**config.mk**
```make
export PLATFORM = sky130hd
export DESIGN_NAME = stopwatch_lap_buffer_flat
export DESIGN_NICKNAME = d
export VERILOG_FILES = /design/src/rtl/stopwatch_pkg.sv /design/src/rtl/stopwatch_lap_buffer_if.sv /design/src/rtl/lap_fifo.sv /design/src/rtl/stopwatch_lap_buffer.sv /design/src/flat_wrapper.sv
export SDC_FILE = /design/constraint.sdc
export NUM_CORES = 1
export LEC_CHECK = 0
export CAP_MARGIN = 20
export CORE_MARGIN = 3
export CORE_UTILIZATION = 59
export CTS_CLUSTER_DIAMETER = 30
export DETAILED_ROUTE_END_ITERATION = 7
export PLACE_DENSITY_LB_ADDON = 0.3
export SYNTH_ARGS = -nofsm -noshare
export SYNTH_HDL_FRONTEND = slang
export SYNTH_SLANG_ARGS = --single-unit
```
**constraint.sdc**
```tcl
create_clock -name clk -period 3.1 [get_ports clk]
set_input_delay 0.31 -clock clk [delete_from_list [all_inputs] [get_ports clk]]
set_output_delay 0.31 -clock clk [all_outputs]
set_load 0.01 [all_outputs]
```
**src/rtl/stopwatch_pkg.sv**
```systemverilog
// stopwatch_pkg: shared widths, terminal count and lap entry layout for the stopwatch lap buffer
package stopwatch_pkg;
  localparam int SW_DATA_WIDTH = 16;
  localparam int SW_MAX = 99;
  typedef struct packed {
    logic [SW_DATA_WIDTH-1:0] total;
    logic [SW_DATA_WIDTH-1:0] delta;
  } lap_entry_t;
endpackage

```
**src/rtl/stopwatch_lap_buffer_if.sv**
```systemverilog
// stopwatch_lap_buffer_if: lap request inputs and show-ahead lap stream towards the display stage
interface stopwatch_lap_buffer_if #(
  parameter int DATA_WIDTH = 16,
  parameter int DEPTH = 4
);
  logic [DATA_WIDTH-1:0] count;
  logic lap;
  logic clear;
  logic out_ready;
  logic out_valid;
  logic [DATA_WIDTH-1:0] lap_total;
  logic [DATA_WIDTH-1:0] lap_delta;
  logic [$clog2(DEPTH+1)-1:0] occupancy;
  logic overflow;
  modport master (
    output count, lap, clear, out_ready,
    input out_valid, lap_total, lap_delta, occupancy, overflow
  );
  modport slave (
    input count, lap, clear, out_ready,
    output out_valid, lap_total, lap_delta, occupancy, overflow
  );
endinterface

```
**src/rtl/lap_fifo.sv**
```systemverilog
// lap_fifo: show-ahead synchronous FIFO allowing push and pop together even when full
module lap_fifo #(
  parameter type T = logic [7:0],
  parameter int DEPTH = 4
) (
  input  logic clk,
  input  logic resetn,
  input  logic clear,
  input  logic push,
  input  logic pop,
  input  T     wdata,
  output T     rdata,
  output logic full,
  output logic empty,
  output logic [$clog2(DEPTH+1)-1:0] count
);
  localparam int AW = $clog2(DEPTH);
  localparam int CW = $clog2(DEPTH+1);
  T mem [DEPTH];
  logic [AW-1:0] wp, rp;
  logic [CW-1:0] cnt;
  always_ff @(posedge clk) begin
    if (!resetn || clear) begin
      wp <= '0;
      rp <= '0;
      cnt <= '0;
    end else begin
      if (push) wp <= wp + AW'(1);
      if (pop) rp <= rp + AW'(1);
      cnt <= cnt + CW'(push) - CW'(pop);
    end
  end
  // storage needs no reset: the head is masked whenever the FIFO is empty
  always_ff @(posedge clk) begin
    if (resetn && !clear && push) mem[wp] <= wdata;
  end
  assign full = cnt == CW'(DEPTH);
  assign empty = cnt == '0;
  assign count = cnt;
  assign rdata = empty ? T'('0) : mem[rp];
endmodule

```
**src/rtl/stopwatch_lap_buffer.sv**
```systemverilog
// stopwatch_lap_buffer: captures lap totals and wrap-aware lap deltas into a small stream FIFO
module stopwatch_lap_buffer
  import stopwatch_pkg::*;
#(
  parameter int DATA_WIDTH = SW_DATA_WIDTH,
  parameter int MAX = SW_MAX,
  parameter int DEPTH = 4
) (
  input logic clk,
  input logic resetn,
  stopwatch_lap_buffer_if.slave bus
);
  typedef struct packed {
    logic [DATA_WIDTH-1:0] total;
    logic [DATA_WIDTH-1:0] delta;
  } entry_t;
  entry_t wr_entry, rd_entry;
  logic full, empty, push, pop, overflow;
  logic [DATA_WIDTH-1:0] prev_ref;
  logic [$clog2(DEPTH+1)-1:0] occ;
  // the wrap path result is at most MAX, so modular DATA_WIDTH arithmetic is exact
  always_comb begin
    pop = !empty && bus.out_ready;
    push = bus.lap && !bus.clear && (!full || pop);
    wr_entry.total = bus.count;
    wr_entry.delta = (bus.count >= prev_ref) ? bus.count - prev_ref
                   : bus.count + DATA_WIDTH'(MAX + 1) - prev_ref;
  end
  always_ff @(posedge clk) begin
    if (!resetn || bus.clear) begin
      prev_ref <= '0;
      overflow <= 1'b0;
    end else begin
      if (bus.lap) prev_ref <= bus.count;
      if (bus.lap && full && !pop) overflow <= 1'b1;
    end
  end
  lap_fifo #(.T(entry_t), .DEPTH(DEPTH)) u_fifo (
    .clk, .resetn, .clear(bus.clear), .push, .pop,
    .wdata(wr_entry), .rdata(rd_entry), .full, .empty, .count(occ)
  );
  assign bus.out_valid = !empty;
  assign bus.lap_total = rd_entry.total;
  assign bus.lap_delta = rd_entry.delta;
  assign bus.occupancy = occ;
  assign bus.overflow = overflow;
endmodule
```
**src/flat_wrapper.sv**
```systemverilog
// flat-port wrapper written by rule: the top's interface ports become plain ports
module stopwatch_lap_buffer_flat import stopwatch_pkg::*;
#(
  parameter int DATA_WIDTH = SW_DATA_WIDTH,
  parameter int MAX = SW_MAX,
  parameter int DEPTH = 4
)
  (clk, resetn, bus_count, bus_lap, bus_clear, bus_out_ready, bus_out_valid, bus_lap_total, bus_lap_delta, bus_occupancy, bus_overflow);
  stopwatch_lap_buffer_if #(.DATA_WIDTH(DATA_WIDTH), .DEPTH(DEPTH)) bus_i ();
  input logic clk;
  input logic resetn;
  input wire logic [$bits(bus_i.count)-1:0] bus_count;
  input wire logic [$bits(bus_i.lap)-1:0] bus_lap;
  input wire logic [$bits(bus_i.clear)-1:0] bus_clear;
  input wire logic [$bits(bus_i.out_ready)-1:0] bus_out_ready;
  output wire logic [$bits(bus_i.out_valid)-1:0] bus_out_valid;
  output wire logic [$bits(bus_i.lap_total)-1:0] bus_lap_total;
  output wire logic [$bits(bus_i.lap_delta)-1:0] bus_lap_delta;
  output wire logic [$bits(bus_i.occupancy)-1:0] bus_occupancy;
  output wire logic [$bits(bus_i.overflow)-1:0] bus_overflow;
  assign bus_i.count = bus_count;
  assign bus_i.lap = bus_lap;
  assign bus_i.clear = bus_clear;
  assign bus_i.out_ready = bus_out_ready;
  assign bus_out_valid = bus_i.out_valid;
  assign bus_lap_total = bus_i.lap_total;
  assign bus_lap_delta = bus_i.lap_delta;
  assign bus_occupancy = bus_i.occupancy;
  assign bus_overflow = bus_i.overflow;
  stopwatch_lap_buffer #(.DATA_WIDTH(DATA_WIDTH), .MAX(MAX), .DEPTH(DEPTH)) u_core (.clk(clk), .resetn(resetn), .bus(bus_i));
endmodule
```
==> flow_summary.json <==
{
  "crit_arrival_ns": 3.21,
  "power.density_nw_per_um2": 541,
  "cts_htree_levels": 4,
  "initial_core_util": 0.617,
  "yosysUniqueCellTypes": 61,
  "yosysWarnings": 0,
  "tritoncts.num_buffers": 17,
  "numClockSinks": 154,
  "skew_ns": 0.00630,
  "min_path_type": "flop to flop",
  "cts.path.max_buffers": 2,
  "p_clk_frac": 0.385,
  "grt_antenna_before_repair": 0,
  "status": "finished clean",
  "routabilityCongestion": 0.975,
  "hpwl_microns": 12400,
  "period_minus_slack_ns": 2.96,
  "rows": 41,
  "critPathLaunchType": "flop",
  "grt-ovfl-total": 0,
  "avgViaCountPerCell": 5.86,
  "ir_drop_uv": 498,
  "synthCells": 592,
  "io_pins": 58,
  "path_max_fanout": 4,
  "drc": 0,
  "synth.area.top_cells": "edfxtp_1 48%, mux4_2 9.1%, dfxtp_1 6.6%",
  "die_x_microns": 122,
  "synthToLayoutAreaGrowth_pct": 22.5,
  "cts_hold_buf": 0,
  "cts_tree": "yes",
  "firstDrtPassIters": 6,
  "wire_per_inst_microns": 20.4,
  "async_flop_share": 0,
  "critPathKind": "flop to flop",
  "swShare": 0.247,
  "rsz0062_at_grt": "false",
  "n_antenna_cell": 0,
  "slew_headroom": 0.606,
  "drt.antenna.violating_nets": 0,
  "vias": 5271,
  "power.total_uw": 5260,
  "synth_top_area_share": 0.484,
  "final_max_slew_viol_count": 0,
  "end_kind": "flop",
  "drt-total-wl_microns": 18400,
  "power.switching_uw": 1300,
  "dr.first_iter.drc_count": 592,
  "synth-main-ff-cell": "edfxtp_1",
  "grt_pass1_vias": 5429,
  "post_dp_cell_area_sq_um": 9160,
  "post-route-period-util": 0.955,
  "stdcell_area_sq_um": 9740,
  "clockRootBuffer": "clkbuf_16",
  "yosysSeqAreaShare": 0.549,
  "numPortBuffers": 57,
  "cap_violations": 0,
  "clk_pin_slew_ns": 0.06,
  "synth_edf_count": 128,
  "clock_latency_ns": 0.43,
  "report.final.hold_viol_count": 0,
  "num-nets-final": 790,
  "cp_data_required_time_ns": 3.35,
  "grt_max_degree": 34,
  "leakagePower_uw": 0.00366,
  "combPwrFrac": 0.171,
  "ys_ff_latch": 154,
  "grt_pass1_wl_microns": 28700,
  "track_usage": 0.260,
  "synth_top_cell_by_area": "edfxtp_1",
  "setup_violations": 0,
  "drive_above_1_share": 0.193,
  "tns_ns": 0,
  "core_area_sq_um": 12900,
  "die_height_microns": 122,
  "synth_area_sq_um": 7950,
  "clock.fmax_ghz": 0.338,
  "syn_nets": 668,
  "intPower_uw": 3960,
  "p_seq_frac": 0.444,
  "avgSynthCellArea_sq_um": 13.4,
  "tightest_slew_ns": 0.591,
  "die-area_sq_um": 14900
}
-- routing by layer --
layer	vias to the layer above	wire length [microns]	global-route usage
li1	2392	-	-
met4	0	480	0.0938
met3	40	1140	0.0613
met1	2613	7290	0.322
met2	226	9450	0.449
met5	-	0	0
-- critical path, cell delays in order (launching register included) --
cell,delay (ns)
dfxtp_1,0.37
inv_1,0.06
ha_1,0.30
ha_1,0.23
inv_1,0.07
fa_1,0.21
and2b_1,0.21
a221o_1,0.39
buf_4,0.16
a31oi_1,0.23
buf_4,0.15
xor2_1,0.14
nor2_1,0.07
a21oi_2,0.19
-- cell type report --
type,instances,area [sq um]
clock buffer,20,457
clock inverter,12,120
fill,796,3140
inverter,59,221
multi-input combinational,359,3280
sequential,154,4370
tap,172,215
timing repair buffer,123,1080
-- cells in the final DEF (no fill, tap or decap), drive strengths merged, types with 9 or more instances in the layout --
master	count
clkdlybuf4s50	57
and2	38
inv	61
edfxtp	128
a21oi	21
buf	66
o21ai	17
nand2	21
mux4	32
xor2	9
mux2i	20
xnor2	19
fa	14
dfxtp	26
clkbuf	20
ha	41
nor2	44
-- cells by family (layout without fill, tap and decap cells) --
logic type	after synthesis	count (layout)	share of synthesized area
DFF	154	154	0.549
and+or+nand+nor	147	147	0.0989
buffers and inverters	79	214	0.0387
AOI/OAI and AO/OA	77	77	0.0666
adders and majority gates	55	55	0.0998
muxes	52	52	0.116
xor gates and xnor gates	28	28	0.0309
-- worst paths after layout --
| check | end | from | cells past startpoint | slack [ns] |
|---|---|---|---|---|
| min | u_core.prev_ref[4]$_SDFFE_PP0P_ | u_core.prev_ref[4]$_SDFFE_PP0P_ | 2 | 0.50 |
| max | u_core.u_fifo.mem[3][9]$_DFFE_PP_ | u_core.prev_ref[1]$_SDFFE_PP0P_ | 13 | 0.14 |
| min reg2reg | u_core.prev_ref[4]$_SDFFE_PP0P_ | u_core.prev_ref[4]$_SDFFE_PP0P_ | 2 | 0.50 |
| max reg2reg | u_core.u_fifo.mem[3][9]$_DFFE_PP_ | u_core.prev_ref[1]$_SDFFE_PP0P_ | 13 | 0.14 |
-- cells in the mapped netlist (3+ instances only) --
library cell	count
clkbuf_1	12
nor4_1	3
fa_1	14
ha_1	41
dfxtp_1	26
and2_1	38
mux4_2	32
nor2b_1	6
o21ai_0	12
inv_1	59
nand2b_1	7
nor2_1	44
o31ai_1	4
a31oi_1	6
o311ai_0	3
a21oi_1	20
nand3_1	5
o21ai_1	4
buf_2	6
nand2_1	20
nor3_1	6
mux2i_1	20
a21o_1	5
edfxtp_1	128
xnor2_1	19
xor2_1	9
-- power by group through the flow --
stage	logic (uW)	clock network (uW)	registers, uW
5_1_grt	979	2130	2340
3_5_place_dp	878	0	2380
4_1_cts	892	2040	2340
6_report	902	2020	2340
2_1_floorplan	508	0	2370
3_3_place_gp	838	0	2380
-- metrics by stage --
step / util / setup slack, ns / hold WS [ns] / instances
2_1_floorplan: - / 0.506 / 0.409 / 592
3_3_place_gp: 0.711 / -0.0909 / 0.465 / 867
3_5_place_dp: 0.711 / -0.257 / 0.463 / 867
4_1_cts: 0.756 / 0.0106 / 0.507 / 899
5_1_grt: 0.756 / 0.0192 / 0.536 / 899
6_report: 0.756 / 0.139 / 0.503 / 899
-- timing repair --
action,in CTS,in global routing
gates resized for setup,0,1
setup buffers,0,0
endpoints found under the setup margin,0,4
-- registers in the layout, indices dropped and copies added, names as in the netlist, named ones only --
register and flops:
u_core.u_fifo.mem 128, u_core.prev_ref 16, u_core.u_fifo.count 3, u_core.u_fifo.rp 2
u_core.u_fifo.wp 2, u_core.bus.overflow 1
No activity file was read; power rests on OpenSTA's default activity.
